$ cat config.mk
export PLATFORM = sky130hd
export DESIGN_NAME = icache_refill_ctrl
export DESIGN_NICKNAME = d
export VERILOG_FILES = /design/src/rtl/icache_refill_ctrl.sv
export SDC_FILE = /design/constraint.sdc
export NUM_CORES = 1
export LEC_CHECK = 0
export CAP_MARGIN = 30
export CORE_UTILIZATION = 48
export DETAILED_ROUTE_END_ITERATION = 16
export PLACE_DENSITY = 0.76
export SYNTH_ARGS = -nofsm -noshare
export SYNTH_HDL_FRONTEND = slang
export SYNTH_SLANG_ARGS = --single-unit
$ cat constraint.sdc
create_clock -name clk -period 2.1 [get_ports clk]
set_input_delay 0.63 -clock clk [delete_from_list [all_inputs] [get_ports clk]]
set_output_delay 0.63 -clock clk [all_outputs]
set_load 0.02 [all_outputs]
$ cat src/rtl/icache_refill_ctrl.sv
// Purpose : refills one 128-bit ICache line as four single-word bus reads.
// Latency : request in cycle 0, mem_ready_o in cycle 9 at best; each bus gnt/rvalid stall adds one cycle.
// Backpressure: one bus read in flight at a time; new refill requests are dropped while busy_o is high.
//
// Ports:
//   clk, rst                    clock and synchronous active-high reset
//   icache_valid_req_i/addr_i   refill request pulse and line address
//   mem_ready_o/mem_data_o      completed-line pulse and assembled line (held between completions)
//   bus_req_o/addr_o/gnt_i      single-word read request handshake
//   bus_rvalid_i/rdata_i        read data return
//   busy_o, err_o               refill in progress; line aborted on timeout
// Build option: define ICACHE_REFILL_CRITICAL_WORD_FIRST_EN to start the burst at the requested word.
module icache_refill_ctrl #(
  parameter int unsigned TIMEOUT_CYC = 64
) (
  input  logic         clk,
  input  logic         rst,
  input  logic         icache_valid_req_i,
  input  logic [31:0]  icache_addr_i,
  output logic         mem_ready_o,
  output logic [127:0] mem_data_o,
  output logic         bus_req_o,
  output logic [31:0]  bus_addr_o,
  input  logic         bus_gnt_i,
  input  logic         bus_rvalid_i,
  input  logic [31:0]  bus_rdata_i,
  output logic         busy_o,
  output logic         err_o
);

  typedef enum logic [1:0] {IDLE, REQ, WAIT, DONE} state_t;

  // Counter value held during the last WAIT cycle allowed for one beat.
  localparam logic [7:0] TO_LAST = 8'(TIMEOUT_CYC - 1);

  state_t         state_q, state_d;
  logic [27:0]    line_base_q;
  logic [1:0]     word_idx_q;
  logic [2:0]     beat_cnt_q;
  logic [7:0]     wait_cnt_q;
  logic [127:0]   line_buf_q;
  logic [127:0]   data_hold_q;
  logic           err_q;
  logic [1:0]     start_idx;
  logic           timeout;

`ifdef ICACHE_REFILL_CRITICAL_WORD_FIRST_EN
  assign start_idx = icache_addr_i[3:2];
  logic [1:0] addr_lo_unused;
  assign addr_lo_unused = icache_addr_i[1:0];
`else
  assign start_idx = 2'd0;
  logic [3:0] addr_lo_unused;
  assign addr_lo_unused = icache_addr_i[3:0];
`endif

  // Abort only when the last allowed WAIT cycle also passes without data;
  // data arriving in that same cycle is still accepted.
  assign timeout = (state_q == WAIT) && !bus_rvalid_i && (wait_cnt_q == TO_LAST);

  // State register
  always_ff @(posedge clk) begin
    if (rst) state_q <= IDLE;
    else     state_q <= state_d;
  end

  // Next-state logic
  always_comb begin
    state_d = state_q;
    case (state_q)
      IDLE: if (icache_valid_req_i) state_d = REQ;
      REQ:  if (bus_gnt_i) state_d = WAIT;
      WAIT: begin
        if (bus_rvalid_i)  state_d = (beat_cnt_q == 3'd3) ? DONE : REQ;
        else if (timeout)  state_d = DONE;
      end
      DONE:    state_d = IDLE;
      default: state_d = IDLE;
    endcase
  end

  // Datapath: address/beat tracking and line assembly
  always_ff @(posedge clk) begin
    if (rst) begin
      line_base_q <= '0;
      word_idx_q  <= '0;
      beat_cnt_q  <= '0;
      wait_cnt_q  <= '0;
      line_buf_q  <= '0;
      data_hold_q <= '0;
      err_q       <= 1'b0;
    end else begin
      case (state_q)
        IDLE: begin
          if (icache_valid_req_i) begin
            line_base_q <= icache_addr_i[31:4];
            word_idx_q  <= start_idx;
            beat_cnt_q  <= '0;
            line_buf_q  <= '0;
            err_q       <= 1'b0;
          end
        end
        REQ: begin
          if (bus_gnt_i) wait_cnt_q <= '0;
        end
        WAIT: begin
          if (bus_rvalid_i) begin
            // Slot chosen by address, so wrapped bursts land in place.
            line_buf_q[{word_idx_q, 5'd0} +: 32] <= bus_rdata_i;
            beat_cnt_q <= beat_cnt_q + 3'd1;
            word_idx_q <= word_idx_q + 2'd1;
          end else begin
            wait_cnt_q <= wait_cnt_q + 8'd1;
            err_q      <= timeout;
          end
        end
        DONE: data_hold_q <= line_buf_q;
        default: ;
      endcase
    end
  end

  // Outputs. The line buffer is cleared on each new request, so a separate
  // copy keeps mem_data_o stable between completions.
  always_comb begin
    busy_o      = (state_q != IDLE);
    bus_req_o   = (state_q == REQ);
    bus_addr_o  = (state_q == REQ) ? {line_base_q, word_idx_q, 2'b00} : 32'd0;
    mem_ready_o = (state_q == DONE);
    err_o       = (state_q == DONE) && err_q;
    mem_data_o  = (state_q == DONE) ? line_buf_q : data_hold_q;
  end

endmodule

==> Word-level counts from Yosys, hierarchy flattened <==
Index checks and enable logic that the tools add are counted.
{ "word_totals": {"elab_cells": 61, "ff_bits": 300, "in_bits": 69} }
{ "op_classes": {"muxes": 24, "n_shift": 2, "eq_ne": 10, "n_reduce_logical": 13, "add_sub_neg": 4} }
{ "op_table": {"columns": ["op", "n"], "rows": [
  ["two-way mux 128 bit", 3],
  ["one-hot mux 128 bit (2 select lines)", 1],
  ["bitwise mux 128 bit", 1],
  ["variable shift 32 x 9 -> 128 bit (first input constant)", 1],
  ["indexed part select 32 x 9 -> 128 bit", 1],
  ["two-way mux 32 bit", 1],
  ["two-way mux 8 bit", 2],
  ["one-hot mux 8 bit (2 select lines)", 1],
  ["two-way mux 2 bit", 7],
  ["AND reduction 3 bit", 4],
  ["negator 7 -> 9 bit", 1],
  ["adder 8 x 1 -> 8 bit (second input constant)", 1],
  ["== test 8 x 6 -> 1 bit (second input constant)", 1],
  ["one-hot mux 2 bit (4 select lines)", 1],
  ["two-way mux 3 bit", 2],
  ["!= test 2 bit (second input constant)", 3],
  ["one-hot mux 3 bit (2 select lines)", 1],
  ["nonzero test 2 bit", 3],
  ["== test 2 bit (second input constant)", 2],
  ["one-hot mux 2 bit (2 select lines)", 1],
  ["adder 3 x 1 -> 3 bit (second input constant)", 1],
  ["== test 3 x 2 -> 1 bit (second input constant)", 1],
  ["logical AND 1 bit", 3],
  ["!= test 3 bit (second input constant)", 1],
  ["other kinds (8)", 9]
]} }

==> Logic depth before layout (Yosys ltp) <==
Gate-level depths: netlist of run 1.
{ "depth": {"ltp_word": 6, "depth_mapped": 9, "depth_no_buf": 5} }

==> Least setup slack after synthesis of run 1 <==
No wires, ideal clock.
{ "synth_path": {"path_kind": "reg-to-reg", "startpoint": "register word_idx_q[0]", "endpoint": "register line_buf_q[44]", "setup_slack_ns": 0.039, "synth_period_minus_slack_ns": 2.061, "path_stages_with_launch": 10, "required_ns": 2.030, "setup_time_ns": 0.070, "n_path_buf": 4, "arrival_time_ns": 1.991, "path_cell_list": "dfxtp_1 -> clkbuf_1 -> inv_1 -> ha_1 -> clkbuf_1 -> nor2b_1 -> buf_2 -> buf_1 -> o2111ai_1 -> a21oi_1"} }
{ "synth_via": {"elab_chain_len": 5} }
{ "synth_rtl": {"columns": ["item", "line", "rtl"], "rows": [
  ["start, declared", "38", "logic [1:0] word_idx_q;"],
  ["start signal, assigned", "97", "word_idx_q <= start_idx;"],
  ["start signal, assigned", "111", "word_idx_q <= word_idx_q + 2'd1;"],
  ["negator 7 -> 9 bit *", "109", "line_buf_q[{word_idx_q, 5'd0} +: 32] <= bus_rdata_i;"],
  ["indexed part select 32 x 9 -> 128 bit / variable shift 32 x 9 -> 128 bit (equally long branches)", "109", null],
  ["bitwise mux 128 bit *", "109", null],
  ["two-way mux 128 bit *", "107", "if (bus_rvalid_i) begin"],
  ["one-hot mux 128 bit (2 select lines) *", "93", "case (state_q)"],
  ["end signal, assigned by index", "109", null],
  ["end, declared", "41", "logic [127:0] line_buf_q;"]
]} }
Mark *: on every way between the ends. The rest lies on a longest branch, timed or not. The select of a mux whose other input is x is not followed.
A chain may end at the register's enable or synchronous reset.

==> Worst setup path in the final report of run 1 <==
{ "layout_path": {"startpoint": "register state_q[0]", "endpoint": "output port mem_data_o[34]"} }
{ "layout_via": {"elab_chain_len": 2} }
{ "layout_rtl": {"columns": ["item", "line", "rtl"], "rows": [
  ["start, declared", "36", "state_t state_q, state_d;"],
  ["start signal, assigned", "64", "else state_q <= state_d;"],
  ["== test 2 bit", "131", "mem_data_o = (state_q == DONE) ? line_buf_q : data_hold_q;"],
  ["two-way mux 128 bit", null, null],
  ["end, declared", "21", "output logic [127:0] mem_data_o,"]
]} }
No other way between the ends.

==> flow_summary.ini, run 1 <==
[global_routing]
antenna_found_initial = 2
grt_start_max_net_pins = 89
grt_usage_pct = 27.0
grt_overflow = 0
grt_pass1_wl_mm = 61.3
first_global_vias = 11100

[cts]
clk_pin_slew_ns = 0.06
cts.sinks = 300
cts_max_level = 2
clockBufferDepth = 3
cts_made_buffers = 34
clock_latency_ns = 0.52
cts_tree = built
clockRootBuffer = clkbuf_16

[place]
dp_hpwl_mm = 24.7
gp_congestion = 0.822
pre_cts_ws_ns = -0.318
io_buffers = 226

[synthesis]
netlist.area_leader.share_pct = 44.1
synth_ff_type = dfxtp_1
ys_ff_latch = 300
seq_area_frac_synth_pct = 44.1
synthCells = 1457
yosys.area.top_type = dfxtp_1
syn-cell-area_um2 = 13600
yosys_warnings = 0
synth_enable_flop_cells = 0
yosys.cell_count.top_type = dfxtp_1
avgSynthCellArea_um2 = 9.35
ys_types = 41
ys_top_cells_by_area = dfxtp_1 (44%), mux2_2 (11%), and2_1 (10%)
async_flop_share_pct = 0
synth.top_cells.by_count = dfxtp_1 (300), and2_1 (223), a21oi_1 (168), nand3_1 (143), mux2_2 (128)

[timing]
slew_violations = 0
worst_pin_slew_ns = 0.509
tns_ns = -49.31
fin_skew_ns = 0.0173
setup_violations = 160
rsz0062_at_grt = true
fin_crit_ns = 2.51
max_freq_ghz = 0.398
final-hold-violation-count = 0
setup_ws_ns = -0.414
fin_crit_sh_pct = 120
max_slew_margin_pct = 66.0

[routing]
routed_via_density = 5.83
drc = 0
num_vias = 12000
drt-pass1-iter-count = 8
wl_per_cell_um = 20.8
drt_iter0_markers = 941
drt.antenna.violating_nets = 0
wl_mm = 42.7

[worst_setup_path]
crit_chain = nand2_8, buf_12, buf_12, clkbuf_16, mux2_4, buf_6
critical_path_class = flip-flop to output pin
endpoint_kind = output pin
critPathMaxStageDelay_ns = 0.39
arrival_ns = 1.88
crit_top_cell = buf_12
crit_path_max_fanout = 5
cp-start-kind = flip-flop
cp_slowest_cell = dfxtp_4
cp.required_ns = 1.47

[finish]
num-nets-final = 1726
final_util_pct = 67.1
drive_gt1_share_pct = 28.3
synthToLayoutAreaGrowth_pct = 37.2

[power]
p_sw_mw = 3.18
internal-power_mw = 9.94
clkPwrFrac_pct = 45.9
power_leakage_nw = 7.58
p_seq_share_pct = 44.1
pwr-share-comb_pct = 10.0
p_per_area_nw_per_um2 = 702
p_sw_share_pct = 24.2
peakVddDrop_v = 0.000569

[run_status]
violations = negative setup slack
outcome = complete, but fails checks

[die]
die-width_um = 170
ios = 233
start_util_pct = 48.9
coreArea_um2 = 27900
die_y_um = 170
dieArea_um2 = 29100
fp-row-count = 61

[worst_hold_path]
min_path_type = flip-flop to flip-flop

[flow_run]
maxCapViolations = 0
==> per-layer routing <==
metal  track usage (%)  wire, um  up-vias
met3              5.56      2740      130
li1                  -         -     5641
met1              34.7     17300     5739
met4              12.8      1950        0
met2              43.4     20700      461
met5                 0         0        -
==> layout by cell type, fill, tap and decap left out, drive strengths merged, types with 2 or more instances in the layout <==
cell             n
nor2b            3
nor4bb          30
a21oi          168
mux2           128
or3b             2
nand4            3
clkdlybuf4s50   63
clkinvlp         2
nor2             4
clkbuf          53
dfxtp          300
diode            3
mux2i            6
or2              2
nand2           62
inv              8
a211oi           5
conb             2
nand3          143
o2111ai         67
nand3b           7
clkinv           8
and2           223
nand4b           4
o211ai          61
and4b           36
buf            254
nor3             3
bufinv           3
ha               8
nor3b            3
==> timing repair <==
action / CTS / global route
hold buffers: 0 / 0
gates resized for setup: 735 / 340
endpoints found under the setup margin: 162 / 168
buffers inserted: 11 / 8
pin swaps: 1 / 1
cloned: 10 / 10
==> flip-flops by register name, indices dropped and copies added, names as in the netlist <==
name         count
wait_cnt_q       8
err_q            1
line_base_q     28
data_hold_q    128
beat_cnt_q       3
state_q          2
word_idx_q       2
line_buf_q     128
==> final cells by class <==
class / instances / area [um^2]
Antenna cell: 3 / 7.51
Clock buffer: 45 / 983
Clock inverter: 14 / 154
Fill cell: 2037 / 9170
Inverter: 7 / 26.3
Multi-Input combinational cell: 981 / 7310
Sequential cell: 300 / 6010
Tap cell: 378 / 473
Timing Repair Buffer: 325 / 3720
==> kinds of logic (layout without fill, tap and decap cells) <==
group	after synthesis	after routing	synth area share [%]
other	1	5	0.0275
AO/OA/AOI/OAI	306	306	14.4
multiplexers	134	134	11.0
adder cells (fa/ha/maj)	8	8	0.735
AND/OR/NAND/NOR	531	531	23.9
buffers and inverters	177	391	5.77
flip-flops	300	300	44.1
==> worst max-delay path: cells and delay by family, from the launching register on <==
kind                   cells  cell delay [ns]
buffers and inverters      4             0.58
muxes                      1             0.31
and+or+nand+nor            1             0.08
DFF                        1             0.39
==> power groups by stage <==
stage          Sequential [mW]  Combinational, mW  Clock, mW
3_3_place_gp              5.90               1.14          0
3_5_place_dp              5.90               1.15          0
6_report                  5.78               1.32       6.02
2_1_floorplan             5.90              0.645          0
5_1_grt                   5.79               1.38       6.34
4_1_cts                   5.78               1.25       6.08
==> path summary, 6_finish.rpt <==
path | from | end | slack [ns] | cells past startpoint
worst min register to register | line_base_q[23] | line_base_q[23] | 0.45 | 2
worst min-delay path | line_base_q[23] | line_base_q[23] | 0.45 | 2
worst max-delay path | state_q[0] | mem_data_o[34] | -0.41 | 6
worst max register to register | state_q[1] | line_buf_q[31] | 0.14 | 6
==> stage by stage <==
step | std cells | hold WS (ns) | cell area (um^2) | total power, mW
after global placement | 1955 | 0.437 | 16400 | 7.04
after floorplan | 1458 | 0.432 | 13600 | 6.54
after global routing | 2050 | 0.475 | 18700 | 13.5
after CTS | 2035 | 0.453 | 17600 | 13.1
after detailed placement | 1955 | 0.442 | 16400 | 7.06
final | 2053 | 0.451 | 18700 | 13.1
(Power assumes the default switching activity.)
==> run 2: changes to the inputs <==
- CORE_MARGIN: unset -> 2
==> flow_summary.ini, run 2 (synthesized netlist as in run 1, its figures left out) <==
[global_routing]
grt_start_max_net_pins = 69
grt_overflow = 0
antenna_found_initial = 4
first_global_vias = 11000
grtUsageMet3_pct = 4.74
use_met2_pct = 42.3
grt_usage_pct = 26.5
grt.busiest_layer = met2
grt_pass1_wl_mm = 61.7
grtUsageMet1_pct = 34.3

[timing]
final-hold-violation-count = 0
setup_ws_ns = -0.485
max_freq_ghz = 0.387
worst_pin_slew_ns = 0.867
slew_violations = 0
fin_crit_sh_pct = 123
setup_violations = 332
fin_skew_ns = 0.0343
fin_crit_ns = 2.58
fin_hold_ws_ns = 0.456
rsz0062_at_grt = true
max_slew_margin_pct = 42.2

[power]
pwr-share-comb_pct = 14.9
power_leakage_nw = 7.79
p_seq_share_pct = 44.1
p_sw_share_pct = 25.8
clkPwrFrac_pct = 41.0
p_per_area_nw_per_um2 = 675
internal-power_mw = 9.75
peakVddDrop_v = 0.000603
p_sw_mw = 3.38

[cts]
clockRootBuffer = clkbuf_16
clockBufferDepth = 3
cts.sinks = 300
cts_tree = built
clk_pin_slew_ns = 0.07
clock_latency_ns = 0.58
hold_buffers = 0
cts_made_buffers = 30
cts_max_level = 1

[finish]
n_fill_cell = 1875
num-nets-final = 1786
drive_gt1_share_pct = 33.9
final_cell_mix = dfxtp_1 (297), and2_1 (195), a21oi_1 (158)
final_util_pct = 69.8
stdcell_count = 2121
reg_top3 = data_hold_q x128, line_buf_q x128, line_base_q x28
synthToLayoutAreaGrowth_pct = 42.7
final_common_cell = dfxtp_1

[die]
die-width_um = 172
fp-row-count = 61
dieArea_um2 = 29700
coreArea_um2 = 27900
start_util_pct = 48.9
ios = 233
die_y_um = 172

[routing]
drt.antenna.violating_nets = 0
routed_via_density = 6.25
drt_iter0_markers = 1712
wl_per_cell_um = 23.8
drc = 0
num_vias = 13300
wl_mm = 50.5
drt-pass1-iter-count = 6

[run_status]
outcome = complete, but fails checks
violations = negative setup slack

[worst_setup_path]
critical_path_class = flip-flop to output pin
cp.required_ns = 1.47
endpoint_kind = output pin
arrival_ns = 1.95
cp-start-kind = flip-flop
crit_path_max_fanout = 8

[worst_hold_path]
min_path_type = flip-flop to flip-flop

[place]
gp_congestion = 0.820
io_buffers = 226
dpl.cell_count = 1963
dp_hpwl_mm = 25.4

[flow_run]
maxCapViolations = 0
==> run 2: cell types whose count changed in the layout (fill, tap and decap cells not counted), moves of 21 or more <==
cell	before	now
o2111ai_1	67	44
mux2_4	104	38
buf_6	131	94
mux2_2	24	90
clkbuf_16	43	64
buf_2	26	87
==> run 2: cell type report <==
class                           instances  area (um^2)  share of cell area, %
Sequential cell                       300         6010                   30.9
Multi-Input combinational cell        982         7470                   38.4
Clock inverter                         11          119                  0.611
Antenna cell                           11         27.5                  0.142
Clock buffer                           44          863                   4.44
Inverter                                7         26.3                  0.135
Timing Repair Buffer                  388         4450                   22.9
Tap cell                              378          473                   2.43
==> run 2: routing by layer <==
metal | part of all wire, % | wire length (um)
met1 | 37 | 18600
met2 | 46 | 23200
met3 | 10 | 5180
met4 | 6.8 | 3440
met5 | 0 | 0
==> run 2: worst paths after layout <==
kind,slack [ns],to,cells past startpoint,start
worst max-delay path,-0.48,bus_addr_o[13],6,state_q[1]
worst min-delay path,0.46,line_base_q[19],2,line_base_q[19]
worst max register to register,-0.33,line_buf_q[108],13,state_q[1]
worst min register to register,0.46,line_base_q[19],2,line_base_q[19]
==> run 2: timing repair <==
action	CTS	global route
setup buffers	23	25
resized for setup	612	387
setup endpoints to repair	162	237
cloned	4	44
pin swaps	2	83
==> run 2: power groups by stage <==
| stage | combinational, mW | sequential [mW] | clock (mW) |
|---|---|---|---|
| global placement | 1.16 | 5.90 | 0 |
| CTS | 1.24 | 5.78 | 5.39 |
| detailed placement | 1.17 | 5.90 | 0 |
| global route | 2.00 | 5.79 | 5.68 |
| finish | 1.96 | 5.79 | 5.38 |
| floorplan | 0.645 | 5.90 | 0 |
==> run 2: worst max-delay path, stage by stage, from the launching register on <==
cell and delay (ns):
dfxtp_4 0.37, buf_4 0.14, buf_6 0.12, nor2b_4 0.27
clkbuf_16 0.23, and2_4 0.16, buf_6 0.12
==> run 2: per-stage QoR <==
| stage | power [mW] | setup slack (ns) | area [um^2] | setup TNS, ns |
|---|---|---|---|---|
| finish | 13.1 | -0.485 | 19400 | -96.75 |
| global route | 13.5 | -0.517 | 19400 | -106.15 |
| CTS | 12.4 | -0.550 | 17600 | -65.13 |
| detailed placement | 7.07 | -0.230 | 16500 | -41.02 |
| global placement | 7.06 | -0.222 | 16500 | -38.66 |
| floorplan | 6.54 | 0.0387 | 13600 | 0 |
